`config.mk`:
```
export PLATFORM = sky130hd
export DESIGN_NAME = regfile_write_arbiter
export DESIGN_NICKNAME = d
export VERILOG_FILES = /design/src/rtl/regfile_write_arbiter.sv
export SDC_FILE = /design/constraint.sdc
export NUM_CORES = 1
export LEC_CHECK = 0
export BUFFER_PORTS_ARGS = -buffer_cell sky130_fd_sc_hd__buf_2
export CAP_MARGIN = 40
export CORE_MARGIN = 2
export CORE_UTILIZATION = 35
export CTS_BUF_LIST = sky130_fd_sc_hd__clkbuf_4 sky130_fd_sc_hd__clkbuf_8
export CTS_CLUSTER_DIAMETER = 100
export CTS_CLUSTER_SIZE = 24
export DETAILED_ROUTE_END_ITERATION = 10
export PLACE_DENSITY_LB_ADDON = 0.12
export SETUP_SLACK_MARGIN = 0.02
export SYNTH_ARGS = -nofsm -noshare
export SYNTH_HDL_FRONTEND = slang
export SYNTH_SLANG_ARGS = --single-unit
```
`constraint.sdc`:
```
create_clock -name clk -period 2.55 [get_ports clk]
set_input_delay 0.1275 -clock clk [delete_from_list [all_inputs] [get_ports clk]]
set_output_delay 0.1275 -clock clk [all_outputs]
set_load 0.02 [all_outputs]
```
`src/rtl/regfile_write_arbiter.sv`:
```
// Register-file write-port arbiter: writeback vs. long-latency unit,
// with a pending-destination scoreboard that stalls decode on hazards.
module regfile_write_arbiter #(
  parameter int MAX_WAIT        = 4,
  parameter int MAX_OUTSTANDING = 2
) (
  input  logic        clk,
  input  logic        rst,
  input  logic        wb_RegWrite,
  input  logic [4:0]  wb_rd,
  input  logic [31:0] wb_data,
  output logic        wb_stall,
  input  logic        llu_valid,
  input  logic [4:0]  llu_rd,
  input  logic [31:0] llu_data,
  output logic        llu_ready,
  input  logic        issue_valid,
  input  logic [4:0]  issue_rd,
  input  logic [4:0]  dec_rs1,
  input  logic [4:0]  dec_rs2,
  input  logic [4:0]  dec_rd,
  input  logic        dec_valid,
  output logic        sb_stall,
  output logic        RegWrite,
  output logic [4:0]  write_id,
  output logic [31:0] write_data
);

  localparam int CW = $clog2(MAX_WAIT + 1);
  localparam int OW = $clog2(MAX_OUTSTANDING + 1);

  typedef enum logic [1:0] {
    IDLE,
    WAIT,
    FORCE
  } state_e;

  state_e          state_q, state_d;
  logic [CW-1:0]   wait_cnt_q, wait_cnt_d;
  logic [31:0]     busy_q, busy_d;
  logic [OW-1:0]   out_q, out_d;

  logic wb_req;
  logic llu_gnt;
  logic xfer;
  logic issue_acc;
  logic out_dec;
  logic hazard;

  assign wb_req = wb_RegWrite && (wb_rd != 5'd0);

  always_comb begin
    state_d    = state_q;
    wait_cnt_d = wait_cnt_q;
    llu_gnt    = 1'b0;
    wb_stall   = 1'b0;
    unique case (state_q)
      IDLE: begin
        if (llu_valid && wb_req) begin
          state_d    = (MAX_WAIT == 1) ? FORCE : WAIT;
          wait_cnt_d = CW'(1);
        end else begin
          llu_gnt = llu_valid;
        end
      end
      WAIT: begin
        if (!llu_valid) begin
          state_d    = IDLE;
          wait_cnt_d = '0;
        end else if (!wb_req) begin
          llu_gnt    = 1'b1;
          state_d    = IDLE;
          wait_cnt_d = '0;
        end else begin
          wait_cnt_d = wait_cnt_q + 1'b1;
          if (wait_cnt_d == CW'(MAX_WAIT))
            state_d = FORCE;
        end
      end
      FORCE: begin
        state_d    = IDLE;
        wait_cnt_d = '0;
        // A withdrawn LLU result leaves the port to writeback
        if (llu_valid) begin
          llu_gnt  = 1'b1;
          wb_stall = wb_req;
        end
      end
      default: begin
        state_d    = IDLE;
        wait_cnt_d = '0;
      end
    endcase
  end

  assign llu_ready  = llu_gnt;
  assign xfer       = llu_valid && llu_gnt;
  assign RegWrite   = llu_gnt ? (llu_rd != 5'd0) : wb_req;
  assign write_id   = llu_gnt ? llu_rd : wb_rd;
  assign write_data = llu_gnt ? llu_data : wb_data;

  assign hazard = dec_valid &&
                  (busy_q[dec_rs1] || busy_q[dec_rs2] || busy_q[dec_rd]);

  assign sb_stall = hazard ||
                    (issue_valid && (out_q == OW'(MAX_OUTSTANDING)));

  assign issue_acc = issue_valid && !sb_stall && (issue_rd != 5'd0);
  assign out_dec   = xfer && (out_q != '0);

  always_comb begin
    busy_d = busy_q;
    if (xfer)
      busy_d[llu_rd] = 1'b0;
    if (issue_acc)
      busy_d[issue_rd] = 1'b1;
    busy_d[0] = 1'b0;
    out_d = out_q;
    if (issue_acc && !out_dec)
      out_d = out_q + 1'b1;
    else if (!issue_acc && out_dec)
      out_d = out_q - 1'b1;
  end

  always_ff @(posedge clk) begin
    if (rst) begin
      state_q    <= IDLE;
      wait_cnt_q <= '0;
      busy_q     <= '0;
      out_q      <= '0;
    end else begin
      state_q    <= state_d;
      wait_cnt_q <= wait_cnt_d;
      busy_q     <= busy_d;
      out_q      <= out_d;
    end
  end

  a_xfer_busy: assert property (
    @(posedge clk) disable iff (rst) xfer |-> busy_q[llu_rd]);

endmodule
```
==> flow_summary.yaml, run 1 <==
clock_network:
  path_clk_slew_ns: 0.07
  cts_buffer_depth: 2
  cts_root_buf: "clkbuf_8"
  h-tree-depth: 2
  cts_made_buffers: 5
  cts_tree: "done"
  clk_latency_ns: 0.29
  postCtsHoldBufs: 0
  numClockSinks: 38
final_layout:
  stdcell_area_um2: 4540
  fillCellCount: 941
  final_common_cell: "nand2_1"
  mostFrequentLayoutCells: "nand2_1, buf_2, buf_4"
  areaGrowthSynthToFinish_pct: 36.6
  finalNetCount: 711
  layout-drive-gt1-share_pct: 39.4
  multi_input_area_um2: 2420
  seq_area_um2: 769
  n_antenna_cell: 0
  finish.utilization_pct: 49.2
  final_cells: 738
placement:
  dpl_cell_area_um2: 4400
  globalplace.congestion: 0.887
  placed_cells: 729
  io_buffers: 140
  hpwl_mm: 9.53
global_routing:
  grt_pass1_vias: 3776
  grt_use_total_pct: 23.2
  gr-total-overflow: 0
  antenna_found_initial: 0
  grt_max_degree: 64
  grt_pass1_wl_mm: 18.9
worst_setup_path:
  critPathSlowestCell: "mux4_2"
  cp.arrival_ns: 2.95
  critPathMaxStageDelay_ns: 0.45
  cp-start-kind: "flop"
  cp_max_fo: 3
  crit_chain: "mux4_2, mux2_2, and3_4, nor4_4, nand3_2, a221oi_2, ha_1, or3_1, a21oi_2"
  crit_type: "reg2reg"
  path_buf_inv: 0
  required_ns: 2.78
  crit_family: "simple AND/OR/NAND/NOR gates"
  cp-end-kind: "flop"
floorplan:
  std_cell_rows: 35
  initial_core_util_pct: 36.0
  die_x_um: 101
  fp.coreArea_um2: 9240
  fp.dieArea_um2: 10300
  pin_count: 141
  die_y_um: 101
sta:
  tightest_slew_ns: 0.782
  setup_slack_ns: -0.174
  finalCritPeriodShare_pct: 107
  fin_tns_setup_ns: -0.306
  maxSlewViolCount: 0
  fin_skew_ns: 0.00688
  rsz0062_at_grt: "true"
  fmax_ghz: 0.367
  fin_crit_ns: 2.72
  maxSlewHeadroom_pct: 47.7
  hold_viol: 0
  setup_viol: 3
drt:
  drt_first_pass_iters: 7
  via_count: 4065
  drt_iter0_markers: 383
  wl_per_cell_um: 16.3
  wirelength_mm: 12.0
  route.detailed.drc: 0
  viasPerCell: 5.51
  final_antenna_net_count: 0
power:
  leakagePower_nw: 2.03
  vdd_drop_max_uv: 320
  power.density_nw_per_um2: 377
  p_total_mw: 1.71
yosys:
  synthMuxAreaShare_pct: 17.7
  ys_warn_count: 0
  ys.flop_type: "dfxtp_1"
  synthArstFlopShare_pct: 0
  synth-seq-area-share_pct: 22.9
  synth_cell_types: 44
  synth-simple-area-share_pct: 34.3
  synth_top_family_by_area: "simple AND/OR/NAND/NOR gates"
  syn_area_um2: 3330
  synth_compound_area_share_pct: 17.8
  syn_avg_cell_area_um2: 7.39
  synth_fa_ha_area_share_pct: 1.13
  synth-edff-count: 0
  syn-instance-count: 450
  synth_nets: 553
  synth_seq_cells: 38
  synthXorXnorAreaFrac_pct: 0.527
outcome:
  status: "complete, but fails checks"
  violations: "negative setup slack"
job:
  maxCapViolCount: 0
hold_path:
  min_path_type: "in2reg"
-- worst paths after layout --
path / slack (ns) / cells past startpoint / endpoint / from
hold / removal: 0.22 / 2 / out_q[0]$_SDFFE_PP0P_ / rst
hold reg to reg: 0.52 / 2 / wait_cnt_q[1]$_SDFFE_PP0P_ / wait_cnt_q[1]$_SDFFE_PP0P_
setup / recovery: -0.17 / 9 / out_q[1]$_SDFFE_PP0P_ / busy_q[8]$_SDFF_PP0_
setup reg to reg: -0.17 / 9 / out_q[1]$_SDFFE_PP0P_ / busy_q[8]$_SDFF_PP0_
-- power breakdown --
group	switching, mW	internal, mW
combinational	0.372	0.253
clock	0.211	0.229
sequential	0.0284	0.619
-- per-layer routing --
layer | part of all wire (%) | routed length [µm] | GRT usage [%]
met1 | 43 | 5140 | 31.0
met5 | 0 | 0 | 0
met3 | 7.3 | 873 | 3.45
met4 | 2.1 | 248 | 7.07
met2 | 48 | 5770 | 38.8
-- per-stage QoR --
step / hold slack [ns] / worst slack (ns)
CTS: 0.214 / -0.155
global placement: 0.499 / -0.201
detailed placement: 0.514 / -0.284
finish: 0.220 / -0.174
floorplan: 0.377 / -0.00782
global route: 0.233 / -0.254
-- cell type report --
class | instances | share of cell area [%]
flip-flops and latches | 38 | 16.9
clock buffers | 7 | 1.98
clock inverters | 1 | 0.110
inverters | 9 | 0.743
repair buffers | 187 | 23.5
well taps | 129 | 3.55
multi-input cells | 367 | 53.2
-- Yosys cell counts, types with 9 or more instances --
cell type / instances / share of area [%]
nor2_1: 13 / 1.5
buf_2: 13 / 2.0
nand2_1: 152 / 17
o21ai_1: 29 / 4.4
clkbuf_1: 17 / 1.9
dfxtp_1: 38 / 23
a32oi_1: 29 / 7.6
mux4_2: 21 / 14
nor3b_1: 9 / 2.0
nand3_1: 19 / 2.9
nor3_1: 12 / 1.8
-- sequential cells by signal, summed over array words and instances (netlist names) --
name	count
busy_q	31
out_q	2
state_q	2
wait_cnt_q	3
-- logic make-up after synthesis --
kind of cell,Yosys count
adder cells (fa/ha/maj),3
multiplexers,32
XOR/XNOR,2
buffers and inverters,45
flip-flops,38
AND/OR/NAND/NOR,247
AO/OA/AOI/OAI,83
-- timing repair --
item | CTS | global route
resized for setup | 9 | 3
setup buffers | 1 | 0
hold endpoints to repair | 0 | 0
pin swaps | 0 | 4
setup endpoints to repair | 3 | 3
-- worst register-to-register path, cell delays in order, from the launching register on --
cell and delay [ns]:
dfxtp_4 0.36, mux4_2 0.45, mux2_2 0.27, and3_4 0.18
nor4_4 0.14, nand3_2 0.17, a221oi_2 0.32, ha_1 0.28
or3_1 0.36, a21oi_2 0.12
(Power assumes the default switching activity.)
==> run 2: changes to the inputs <==
--- a/config.mk
+++ b/config.mk
@@ -9,7 +9,7 @@
 export CAP_MARGIN = 40
 export CORE_MARGIN = 2
 export CORE_UTILIZATION = 35
-export CTS_BUF_LIST = sky130_fd_sc_hd__clkbuf_4 sky130_fd_sc_hd__clkbuf_8
+export CTS_BUF_LIST = sky130_fd_sc_hd__clkbuf_8
 export CTS_CLUSTER_DIAMETER = 100
 export CTS_CLUSTER_SIZE = 24
 export DETAILED_ROUTE_END_ITERATION = 10
==> constraint.sdc (replaced) <==
create_clock -name clk -period 2.85 [get_ports clk]
set_input_delay 0.1425 -clock clk [delete_from_list [all_inputs] [get_ports clk]]
set_output_delay 0.1425 -clock clk [all_outputs]
set_load 0.02 [all_outputs]
==> run 2 against run 1 <==
  * The flow now finishes without violations
  * Global-route usage hardly changed
  * Sequential power down 10%
  * Routed wire length down 0.13%
  * Clock-buffer cell count shrank 2
  * Sequential share of layout area increased by 0.45 points
  * Register-to-register slack gained 0.29 ns
  * Via count shrank 1.9%
  * Non-clock buffer count is 20 lower
  * Clock power is 5.7% higher
  * Critical path depth did not move
  * Cell area decreased by 3.5%
  * Core utilization shrank 1.7 points
  * Critical path type unchanged
  * Highest routed layer unchanged
==> flow_summary.yaml, run 2 (synthesized netlist as in run 1, its figures left out) <==
sta:
  fin_skew_ns: 0.00906
  finalCritPeriodShare_pct: 96.0
  hold_viol: 0
  maxSlewHeadroom_pct: 51.0
  rsz0062_at_grt: "true"
  fin_crit_ns: 2.73
  setup_viol: 0
  fmax_ghz: 0.366
  tightest_slew_ns: 0.733
  maxSlewViolCount: 0
drt:
  drt_iter0_markers: 314
  wl_per_cell_um: 16.7
  top_layer: "met4"
  via_count: 3989
  wirelength_mm: 12.0
  final_antenna_net_count: 0
  wl_met3_um: 754
  viasPerCell: 5.56
  route.detailed.drc: 0
  drt_first_pass_iters: 5
  wl_met2_mm: 5.68
  wirelength_met1_mm: 5.48
hold_path:
  worst_hold_startpoint: "rst"
  worst_hold_path.num_cells: 2
  holdPathEnd: "out_q[0]$_SDFFE_PP0P_"
  min_path_type: "in2reg"
worst_setup_path:
  crit_chain: "mux4_2, mux2_2, and3_1, nor4_2, nand3_2, a221oi_2, ha_1, or3_1, a21oi_2"
  cp-end-kind: "flop"
  critPathMaxStageDelay_ns: 0.47
  cp-start-kind: "flop"
  crit_type: "reg2reg"
  ff2ff_setup_slack_ns: 0.12
  cp_max_fo: 4
  required_ns: 3.08
  path_buf_inv: 0
  cp.arrival_ns: 2.97
  r2r-start: "busy_q[12]$_SDFF_PP0_"
  crit_family: "simple AND/OR/NAND/NOR gates"
  reg2reg_depth: 9
  critPathSlowestCell: "mux4_2"
  r2r_end: "out_q[1]$_SDFFE_PP0P_"
final_layout:
  final_common_cell: "nand2_1"
  finish.utilization_pct: 47.4
  stdcell_area_um2: 4380
  finalNetCount: 691
  largest_reg_flops: 31
  top_regs: "busy_q: 31 flops, wait_cnt_q: 3 flops"
  mostFrequentLayoutCells: "nand2_1, buf_2, dfxtp_1"
  areaGrowthSynthToFinish_pct: 31.8
  top_register: "busy_q"
  layout-drive-gt1-share_pct: 36.3
  n_antenna_cell: 0
floorplan:
  pin_count: 141
  fp.dieArea_um2: 10300
  initial_core_util_pct: 36.0
  fp.coreArea_um2: 9240
  std_cell_rows: 35
  die_y_um: 101
  die_x_um: 101
power:
  vdd_drop_max_uv: 303
  power.switching_uw: 563
  sw_frac_of_total_pct: 35.3
  power.internal_mw: 1.03
  seqPwrFrac_pct: 36.4
  power.density_nw_per_um2: 364
  leakagePower_nw: 1.92
  clockPowerShare_pct: 29.2
  p_comb_share_pct: 34.4
placement:
  io_buffers: 140
  hpwl_mm: 9.38
  dpl_cell_area_um2: 4240
  globalplace.congestion: 0.893
global_routing:
  grt_pass1_wl_mm: 18.8
  antenna_found_initial: 0
  gr-total-overflow: 0
  grt_use_total_pct: 23.2
  grt_pass1_vias: 3500
  grt_max_degree: 51
clock_network:
  cts_made_buffers: 5
  cts_buffer_depth: 2
  cts_tree: "done"
  cts_root_buf: "clkbuf_8"
  clk_latency_ns: 0.30
  numClockSinks: 38
  h-tree-depth: 2
  path_clk_slew_ns: 0.08
outcome:
  status: "complete, no violations"
job:
  maxCapViolCount: 0
-- run 2: power groups by stage --
stage	Clock (mW)	Sequential [mW]	Combinational, mW
2_1_floorplan	0	0.584	0.330
3_5_place_dp	0	0.593	0.535
3_3_place_gp	0	0.592	0.530
4_1_cts	0.473	0.580	0.537
5_1_grt	0.499	0.584	0.601
6_report	0.465	0.581	0.549
-- run 2: cell type report --
type | instances | area (µm²)
clock buffer | 5 | 68.8
clock inverter | 3 | 45.0
sequential | 38 | 762
multi-input combinational | 367 | 2400
inverter | 9 | 33.8
fill | 959 | 4860
tap | 129 | 161
timing repair buffer | 167 | 915
-- run 2: timing repair --
item                       in CTS  in global routing
pin swaps                       1                  7
hold buffers                    0                  0
setup endpoints to repair       1                  2
resized for setup               0                  6
buffers inserted                0                  1
-- run 2: routing by layer --
metal / GRT usage (%) / vias up
li1: - / 1930
met1: 33.7 / 1896
met2: 37.2 / 150
met3: 3.24 / 13
met4: 4.37 / 0
met5: 0 / -
-- run 2: metrics by stage --
stage          power [mW]  cells  TNS, ns  hold slack (ns)  worst slack (ns)
2_1_floorplan       0.913    450        0            0.392            0.0807
3_3_place_gp         1.12    707        0            0.502           0.00827
3_5_place_dp         1.13    709  -0.0445            0.506           -0.0445
4_1_cts              1.59    717        0            0.223            0.0280
5_1_grt              1.68    718  -0.0367            0.245           -0.0367
6_report             1.59    718        0            0.233             0.115
-- run 2: worst reg2reg max path, stage by stage, from the launching register on --
cell      delay (ns)
dfxtp_1         0.35
mux4_2          0.47
mux2_2          0.27
and3_1          0.19
nor4_2          0.16
nand3_2         0.16
a221oi_2        0.28
ha_1            0.27
or3_1           0.38
a21oi_2         0.11
-- run 2: worst max path at each step --
stage	slack, ns	depth (start not counted)	startpoint	endpoint
finish	0.12	9	busy_q[12]$_SDFF_PP0_	out_q[1]$_SDFFE_PP0P_
global route	-0.04	10	busy_q[13]$_SDFF_PP0_	out_q[1]$_SDFFE_PP0P_
CTS	0.03	9	busy_q[12]$_SDFF_PP0_	out_q[1]$_SDFFE_PP0P_
detailed placement	-0.04	10	dec_rs1[0]	out_q[1]$_SDFFE_PP0P_
global placement	0.008	10	dec_rs1[0]	out_q[1]$_SDFFE_PP0P_
floorplan	0.08	10	dec_rs1[0]	out_q[1]$_SDFFE_PP0P_
==> run 3: changes to the inputs <==
==> constraint.sdc (replaced) <==
create_clock -name clk -period 2.85 [get_ports clk]
set_input_delay 0.4275 -clock clk [delete_from_list [all_inputs] [get_ports clk]]
set_output_delay 0.4275 -clock clk [all_outputs]
set_load 0.02 [all_outputs]
==> run 3 against run 2 <==
  * Worst setup slack got worse by 0.075 ns
  * Core utilization rose by 2.1 points
  * Sequential power barely moved
  * Global-route usage is 2.1 points higher
==> flow_summary.yaml, run 3 (synthesized netlist as in run 1, its figures left out) <==
outcome:
  status: "complete, no violations"
clock_network:
  cts_tree: "done"
  cts_root_buf: "clkbuf_8"
  numClockSinks: 38
  clk_latency_ns: 0.29
  h-tree-depth: 2
  cts_made_buffers: 5
  path_clk_slew_ns: 0.08
  cts_buffer_depth: 2
final_layout:
  top_register: "busy_q"
  n_antenna_cell: 0
  final_common_cell: "nand2_1"
  mostFrequentLayoutCells: "nand2_1, buf_2, buf_4"
  areaGrowthSynthToFinish_pct: 37.7
  finalNetCount: 701
  largest_reg_flops: 31
  layout-drive-gt1-share_pct: 40.1
  top_regs: "busy_q: 31 flops, wait_cnt_q: 3 flops"
sta:
  fin_crit_ns: 2.81
  setup_viol: 0
  tightest_slew_ns: 0.799
  setup_slack_ns: 0.0408
  maxSlewHeadroom_pct: 46.6
  worst_hold_slack_ns: 0.515
  hold_viol: 0
  maxSlewViolCount: 0
  fmax_ghz: 0.356
  fin_skew_ns: 0.00926
  rsz0062_at_grt: "true"
  fin_tns_setup_ns: 0
  finalCritPeriodShare_pct: 98.6
placement:
  globalplace.congestion: 0.919
  dp_slack_ns: -0.266
  hpwl_mm: 9.66
  io_buffers: 140
floorplan:
  std_cell_rows: 35
  fp.coreArea_um2: 9240
  die_x_um: 101
  fp.dieArea_um2: 10300
  initial_core_util_pct: 36.0
  die_y_um: 101
  pin_count: 141
worst_setup_path:
  r2r_end: "out_q[1]$_SDFFE_PP0P_"
  cp-startpoint: "busy_q[8]$_SDFF_PP0_"
  cp-endpoint: "out_q[1]$_SDFFE_PP0P_"
  cp.arrival_ns: 3.03
  critPathMaxStageDelay_ns: 0.45
  r2r-start: "busy_q[8]$_SDFF_PP0_"
  reg2reg_depth: 9
  crit_type: "reg2reg"
  cp-start-kind: "flop"
  critPathSlowestCell: "mux4_2"
  ff2ff_setup_slack_ns: 0.04
  cp-end-kind: "flop"
  required_ns: 3.08
  crit_chain: "mux4_2, mux2_4, and3_4, nor4_4, nand3_2, a221oi_2, ha_1, or3_1, a21oi_2"
  cp_max_fo: 4
global_routing:
  gr-total-overflow: 0
  grt_max_degree: 53
  antenna_found_initial: 0
  grt_pass1_vias: 3864
  grt_use_total_pct: 25.3
  grt_pass1_wl_mm: 20.3
drt:
  via_count: 4076
  final_antenna_net_count: 0
  drt_iter0_markers: 421
  route.detailed.drc: 0
  wirelength_mm: 12.9
  drt_first_pass_iters: 5
  viasPerCell: 5.60
  wl_per_cell_um: 17.8
power:
  leakagePower_nw: 2.02
  power.density_nw_per_um2: 350
  vdd_drop_max_uv: 396
hold_path:
  min_path_type: "in2reg"
job:
  maxCapViolCount: 0
==> run 3: cell count changes in the layout (fill, tap and decap cells not counted), sizes merged <==
cell,delta
clkinvlp,-1
clkbuf,+2
bufbuf,+1
bufinv,-1
buf,+8
clkinv,+1
==> run 3: power breakdown <==
part / internal, mW / total, mW / switching, mW / leakage, nW
logic: 0.265 / 0.617 / 0.352 / 1.66
registers: 0.555 / 0.582 / 0.0276 / 0.315
clock network: 0.195 / 0.404 / 0.209 / 0.0472
total: 1.01 / 1.60 / 0.589 / 2.02
==> run 3: cell type report <==
| type | instances | area [µm²] |
|---|---|---|
| clock buffer | 6 | 82.6 |
| clock inverter | 2 | 12.5 |
| fill | 948 | 4660 |
| inverter | 9 | 33.8 |
| multi-input combinational | 367 | 2440 |
| sequential | 38 | 781 |
| tap | 129 | 161 |
| timing repair buffer | 177 | 1070 |
==> run 3: worst min-delay path by stage <==
stage                            end                  start  slack (ns)  cells past startpoint
5_1_grt        out_q[1]$_SDFFE_PP0P_                    rst        0.55                      2
3_5_place_dp   out_q[1]$_SDFFE_PP0P_  out_q[1]$_SDFFE_PP0P_        0.51                      2
6_report       out_q[0]$_SDFFE_PP0P_                    rst        0.51                      2
3_3_place_gp   out_q[1]$_SDFFE_PP0P_  out_q[1]$_SDFFE_PP0P_        0.50                      2
2_1_floorplan  out_q[1]$_SDFFE_PP0P_  out_q[1]$_SDFFE_PP0P_        0.47                      2
4_1_cts        out_q[0]$_SDFFE_PP0P_                    rst        0.50                      2
==> run 3: what timing repair did <==
item                       in CTS  in global routing
setup endpoints to repair       1                  4
pin swaps                       1                  5
buffers inserted                2                  0
gates resized for setup        11                 22
gates cloned                    1                  1
hold buffers                    0                  0
==> run 3: layer usage <==
layer	wire, µm	global-route usage [%]
met1	5480	34.8
met2	6400	42.7
met3	884	3.45
met4	182	4.99
met5	0	0
==> run 3: critical path, delay by kind of cell (launching register included) <==
family,cells,cell delay (ns)
AND/OR/NAND/NOR,4,0.90
flip-flops,1,0.37
multiplexers,2,0.72
adder cells (fa/ha/maj),1,0.28
AO/OA/AOI/OAI,2,0.46
==> run 3: through the flow <==
step	util, %	area, µm²	cells	total power, mW
2_1_floorplan	-	3350	450	0.918
3_3_place_gp	46.6	4300	714	1.13
3_5_place_dp	46.6	4310	715	1.14
4_1_cts	48.4	4470	726	1.57
5_1_grt	49.6	4580	728	1.69
6_report	49.6	4580	728	1.60
